<file path="config.mk">
export PLATFORM = sky130hd
export DESIGN_NAME = pulse_issue_queue
export DESIGN_NICKNAME = d
export VERILOG_FILES = /design/src/rtl/pulse_issue_queue.sv
export SDC_FILE = /design/constraint.sdc
export NUM_CORES = 1
export LEC_CHECK = 0
export CAP_MARGIN = 5
export CORE_MARGIN = 2
export CORE_UTILIZATION = 43
export CTS_CLUSTER_DIAMETER = 150
export DETAILED_ROUTE_END_ITERATION = 6
export PLACE_DENSITY = 0.66
export SYNTH_ARGS = -nofsm -noshare
export SYNTH_HDL_FRONTEND = slang
export SYNTH_SLANG_ARGS = --single-unit
export TNS_END_PERCENT = 10
</file>
<file path="constraint.sdc">
create_clock -name clk -period 3.8 [get_ports clk]
set_clock_uncertainty 0.15 [all_clocks]
set_input_delay 0.38 -clock clk [delete_from_list [all_inputs] [get_ports clk]]
set_output_delay 0.38 -clock clk [all_outputs]
set_load 0.05 [all_outputs]
</file>
<file path="src/rtl/pulse_issue_queue.sv">
// pulse_issue_queue: in-order timed issue queue between the pulse source and
// the pulse generator; holds each instruction until counter[15:0] reaches t_start.
//
// Ports:
//   clk, rst_n                 clock, async active-low reset
//   pulse_inst_in[31:0]        {t_start[15:0], freq[3:0], phase[3:0], amp[7:0]}
//   pulse_inst_in_valid/ready  input handshake (ready low while full or flushing)
//   counter[31:0]              timebase, low 16 bits used for the due test
//   flush                      synchronous discard of FIFO and staged pulse
//   issue_valid/ready          output handshake to the generator
//   issue_t_start/freq/phase/amp, issue_late   staged pulse fields
//   late_count                 saturating count of late issues
//   occupancy, busy            FIFO count (+1 when staged), activity flag
module pulse_issue_queue #(
  parameter int DEPTH = 4,
  parameter int OCC_W = $clog2(DEPTH) + 2
) (
  input  logic             clk,
  input  logic             rst_n,
  input  logic [31:0]      pulse_inst_in,
  input  logic             pulse_inst_in_valid,
  output logic             pulse_inst_in_ready,
  input  logic [31:0]      counter,
  input  logic             flush,
  output logic             issue_valid,
  input  logic             issue_ready,
  output logic [15:0]      issue_t_start,
  output logic [3:0]       issue_freq,
  output logic [3:0]       issue_phase,
  output logic [7:0]       issue_amp,
  output logic             issue_late,
  output logic [15:0]      late_count,
  output logic [OCC_W-1:0] occupancy,
  output logic             busy
);

  localparam int AW = $clog2(DEPTH);
  localparam int CW = AW + 1;

  typedef enum logic [1:0] {
    S_IDLE,
    S_WAIT,
    S_FIRE
  } state_t;

  state_t state_q;
  state_t state_d;

  logic [31:0]   mem [DEPTH];
  logic [AW-1:0] wr_ptr;
  logic [AW-1:0] rd_ptr;
  logic [CW-1:0] count;

  logic        fifo_empty;
  logic        push;
  logic        load;
  logic        fire;
  logic        hs;
  logic [15:0] diff;
  logic        due;
  logic [31:0] head;
  logic        unused_hi;

  assign unused_hi = ^counter[31:16];

  assign fifo_empty = (count == '0);
  assign pulse_inst_in_ready = (count != CW'(DEPTH)) && !flush;
  assign push = pulse_inst_in_valid && pulse_inst_in_ready;
  assign head = mem[rd_ptr];

  // Modulo-2^16 distance; the sign bit splits "not yet" from "due or past".
  assign diff = counter[15:0] - issue_t_start;
  assign due = !diff[15];

  assign hs = issue_valid && issue_ready && !flush;

  always_comb begin
    state_d = state_q;
    load = 1'b0;
    fire = 1'b0;
    unique case (state_q)
      S_IDLE: begin
        if (!fifo_empty) begin
          load = 1'b1;
          state_d = S_WAIT;
        end
      end
      S_WAIT: begin
        if (due) begin
          fire = 1'b1;
          state_d = S_FIRE;
        end
      end
      S_FIRE: begin
        if (issue_ready) begin
          if (!fifo_empty) begin
            load = 1'b1;
            state_d = S_WAIT;
          end else begin
            state_d = S_IDLE;
          end
        end
      end
      default: state_d = S_IDLE;
    endcase
    if (flush) begin
      state_d = S_IDLE;
      load = 1'b0;
      fire = 1'b0;
    end
  end

  always_ff @(posedge clk or negedge rst_n) begin
    if (!rst_n) begin
      state_q <= S_IDLE;
      issue_valid <= 1'b0;
    end else begin
      state_q <= state_d;
      issue_valid <= (state_d == S_FIRE);
    end
  end

  always_ff @(posedge clk or negedge rst_n) begin
    if (!rst_n) begin
      for (int i = 0; i < DEPTH; i++) begin
        mem[i] <= '0;
      end
    end else if (push) begin
      mem[wr_ptr] <= pulse_inst_in;
    end
  end

  always_ff @(posedge clk or negedge rst_n) begin
    if (!rst_n) begin
      wr_ptr <= '0;
      rd_ptr <= '0;
      count <= '0;
    end else if (flush) begin
      wr_ptr <= '0;
      rd_ptr <= '0;
      count <= '0;
    end else begin
      if (push) begin
        wr_ptr <= wr_ptr + 1'b1;
      end
      if (load) begin
        rd_ptr <= rd_ptr + 1'b1;
      end
      unique case ({push, load})
        2'b10:   count <= count + 1'b1;
        2'b01:   count <= count - 1'b1;
        default: count <= count;
      endcase
    end
  end

  always_ff @(posedge clk or negedge rst_n) begin
    if (!rst_n) begin
      issue_t_start <= '0;
      issue_freq <= '0;
      issue_phase <= '0;
      issue_amp <= '0;
    end else if (load) begin
      issue_t_start <= head[31:16];
      issue_freq <= head[15:12];
      issue_phase <= head[11:8];
      issue_amp <= head[7:0];
    end
  end

  always_ff @(posedge clk or negedge rst_n) begin
    if (!rst_n) begin
      issue_late <= 1'b0;
    end else if (fire) begin
      issue_late <= (diff != 16'd0);
    end
  end

  always_ff @(posedge clk or negedge rst_n) begin
    if (!rst_n) begin
      late_count <= '0;
    end else if (hs && issue_late && late_count != 16'hFFFF) begin
      late_count <= late_count + 16'd1;
    end
  end

  assign occupancy = OCC_W'(count) + OCC_W'(state_q != S_IDLE);
  assign busy = (state_q != S_IDLE) || !fifo_empty;

endmodule

</file>
==> metrics.txt <==
status complete, no violations; Net count, final ~850; startpoint types register; Slew Limit Fails 0; mux cell area share after synthesis 27.5%; Die ar. 21800 um^2; RSZ-0062 raised after global routing no; Worst-Skew Late Latency between 0.4 and 0.5 ns; GRT Util Overall 19.1%; routed vias about 5600; Reg power frac 37.2%; Post-synth EDFFs 0; Placed Area 10300 um^2; FF-to-FF path depth 10; Antenna Diode Count 0; detailed-route DRC error count 0; vias in the first global route 6175; Main synth FF type dfrtp_1; fraction of layout cells with a size suffix above 1 32.3%; Final Wtd Congestion 0.799; Tmin final 3.12 ns; clk sinks roughly 190; setup_tns 0 ns; worst-case clock buffer depth 2; Max IR drop VDD 0.000568 V; final cycle utilization of the critical path 82.2%; Initial Utilization 43.9%; DP HPWL 13.3 mm; CP Data Required Time between 3 and 4 ns; CTS root buf clkbuf_16; worst-path maximum fanout 4; Post-Synth Adder-Cell Area between 3 and 4%; xor/xnor share of the synthesized area under 10%; compound-cell area share of the yosys netlist 5.22%; end of the worst register-to-register path issue_late$_DFFE_PN0P_; Internal Power 5.86 mW; Comb pwr share 42.8%; # Post-CTS Setup Buffers 0; Worst Setup End Kind register; Post-Route WL 19.5 mm; Clk pwr share 20.0%; CP Class reg -> reg; first-pass GRT wire length 32.4 mm; hold_ws 0.351 ns; Die Y 148 um; commonest non-fill, non-tap cell in the layout dfrtp_1; pwr/cell area 839 nW/um^2; synthesized area 8890 um^2; Remaining Overflow, GRT 0; Synth Warn # 0; Final Hold Viols 0; FFs w/ async S/R, synth 100%; Cell Count, Final, Fillers Out 1038; DR WL/cell 18.8 um; setup violators final 0; final instance area 11000 um^2; Fmax 320 MHz; core region area just over 20000 um^2; pin count of the biggest net entering global routing 97; Port Buffers 108; Detail Route Antenna Nets 0; Gate Count Post-Synth approximately 640; DP Cell Count 1005; Yosys cell types 60; Die Span X 148 um; commonest non-fill, non-tap cells in the layout dfrtp_1 (185), mux2_2 (148), clkdlybuf4s50_1 (107); Avg Cell Area, Syn 13.8 um^2; Sw Ratio 36.3%; CTS clk-pin slew, worst paths 0.07 ns; Worst-Margin Slew about 0.96 ns; DR iter-0 viols 222; top-level I/O count 125; DR pass1 iterations 4; Layout area overhead 23.3%; CTS tree built; class of the most critical hold timing path reg -> reg; drt via density around 5.4; # rows 52; CP startpoint issue_t_start[0]$_DFFE_PN0P_; HP Start mem[45]$_DFFE_PN0P_; fin util about 54%; synthesized flop and latch total 187; htree depth 4; max_slew headroom a little over a third; Num CTS Buffers 17; worst setup path end issue_late$_DFFE_PN0P_; initial antenna violation count 0; worst path arrival time 3.28 ns; syn_nets 736; sequential element share of the synthesized area 52.6%; total of max-cap violations 0; Leak Pwr 4.72 nW; Simple-Gate Fraction of Synth Area 6.28%; worst r2r src issue_t_start[0]$_DFFE_PN0P_; largest family of logic cells by synthesized area multiplexers; Net Sw Power 3.34 mW; register-to-register setup slack roughly 0.68 ns
per-stage QoR:
stage          total power, mW  setup WS, ns
6_report                  9.20         0.678
5_1_grt                   9.77         0.499
3_3_place_gp              7.26         0.324
2_1_floorplan             6.25         0.732
3_5_place_dp              7.45         0.331
4_1_cts                   9.31         0.689
flip-flops by register name, summed over array words and instances (netlist names):
register,cells
mem,128
count,3
issue_valid,1
rd_ptr,2
late_count,16
issue_freq,4
issue_t_start,16
issue_phase,4
wr_ptr,2
issue_late,1
issue_amp,8
state_q,2
worst min-delay path by stage:
| stage | to | slack (ns) | cells after the start |
|---|---|---|---|
| CTS | mem[8]$_DFFE_PN0P_ | 0.35 | 1 |
| detailed placement | mem[8]$_DFFE_PN0P_ | 0.34 | 1 |
| finish | mem[45]$_DFFE_PN0P_ | 0.35 | 1 |
| global placement | late_count[10]$_DFFE_PN0P_ | 0.32 | 1 |
| global route | mem[71]$_DFFE_PN0P_ | 0.37 | 1 |
| floorplan | count[0]$_DFFE_PN0P_ | -0.07 | 0 |
logic make-up (layout without fill, tap and decap cells):
group	Yosys count	count (layout)
adders and majority gates	24	24
DFF	187	187
xor gates and xnor gates	26	26
and+or+nand+nor	105	105
buffers and inverters	53	178
AOI/OAI and AO/OA	64	64
muxes	184	184
Yosys cell counts (all sizes together), types with 2 or more instances:
cell | n | area, um^2
o22ai | 2 | 12.5
xor2 | 10 | 87.6
xnor2 | 16 | 140
a21oi | 10 | 50.1
clkbuf | 11 | 41.3
o21ai | 21 | 109
inv | 26 | 97.6
o21a | 2 | 15.0
a21o | 4 | 30.0
nor3 | 8 | 45.0
fa | 2 | 40.0
ha | 22 | 275
or2 | 4 | 25.0
nor4 | 3 | 33.8
o41ai | 3 | 33.8
and2 | 7 | 43.8
nand4 | 3 | 18.8
nand2 | 34 | 128
a2111oi | 2 | 36.3
or3 | 7 | 43.8
mux2 | 149 | 1680
nor2 | 18 | 67.6
a211oi | 6 | 55.1
and3 | 4 | 35.0
o31a | 2 | 17.5
o31ai | 2 | 20.0
nand2b | 4 | 25.0
mux4 | 32 | 721
dfrtp | 187 | 4680
nand3 | 5 | 25.0
buf | 16 | 61.3
mux2i | 3 | 42.5
nand3b | 2 | 15.0
power by group through the flow:
stage	combinational (mW)	clock, mW	sequential, mW
3_3_place_gp	3.88	0	3.38
4_1_cts	3.99	1.88	3.44
2_1_floorplan	2.42	0	3.83
6_report	3.94	1.84	3.42
5_1_grt	4.25	1.97	3.55
3_5_place_dp	3.98	0	3.47
timing repair:
action | 4_1_cts | 5_1_grt
hold buffers | 1 | 0
hold endpoints to repair | 94 | 0
gates resized for setup | 0 | 0
final cells by class:
class	instances	area, um^2
repair buffers	120	1210
fillers	1706	9270
well taps	270	338
flip-flops and latches	187	4680
clock buffers	17	425
clock inverters	15	184
inverters	26	97.6
multi-input cells	403	4030
critical path: stages (launching register included):
cell      delay [ns]
dfrtp_1         0.44
ha_1            0.20
inv_1           0.05
fa_1            0.40
a21o_1          0.26
a211oi_1        0.35
a21oi_1         0.21
or3_1           0.38
a21oi_1         0.14
nand4_1         0.13
mux2_4          0.29
layer usage:
metal  wire, um  up-vias  track usage (%)  share of wire [%]
li1           -     2565                -                  -
met5          0        -                0                  0
met1       8940     2875             25.4                 46
met4        260        0             5.00                1.3
met3        809       24             4.14                4.2
met2       9470      104             31.9                 49
No activity file was read; power rests on OpenSTA's default activity.
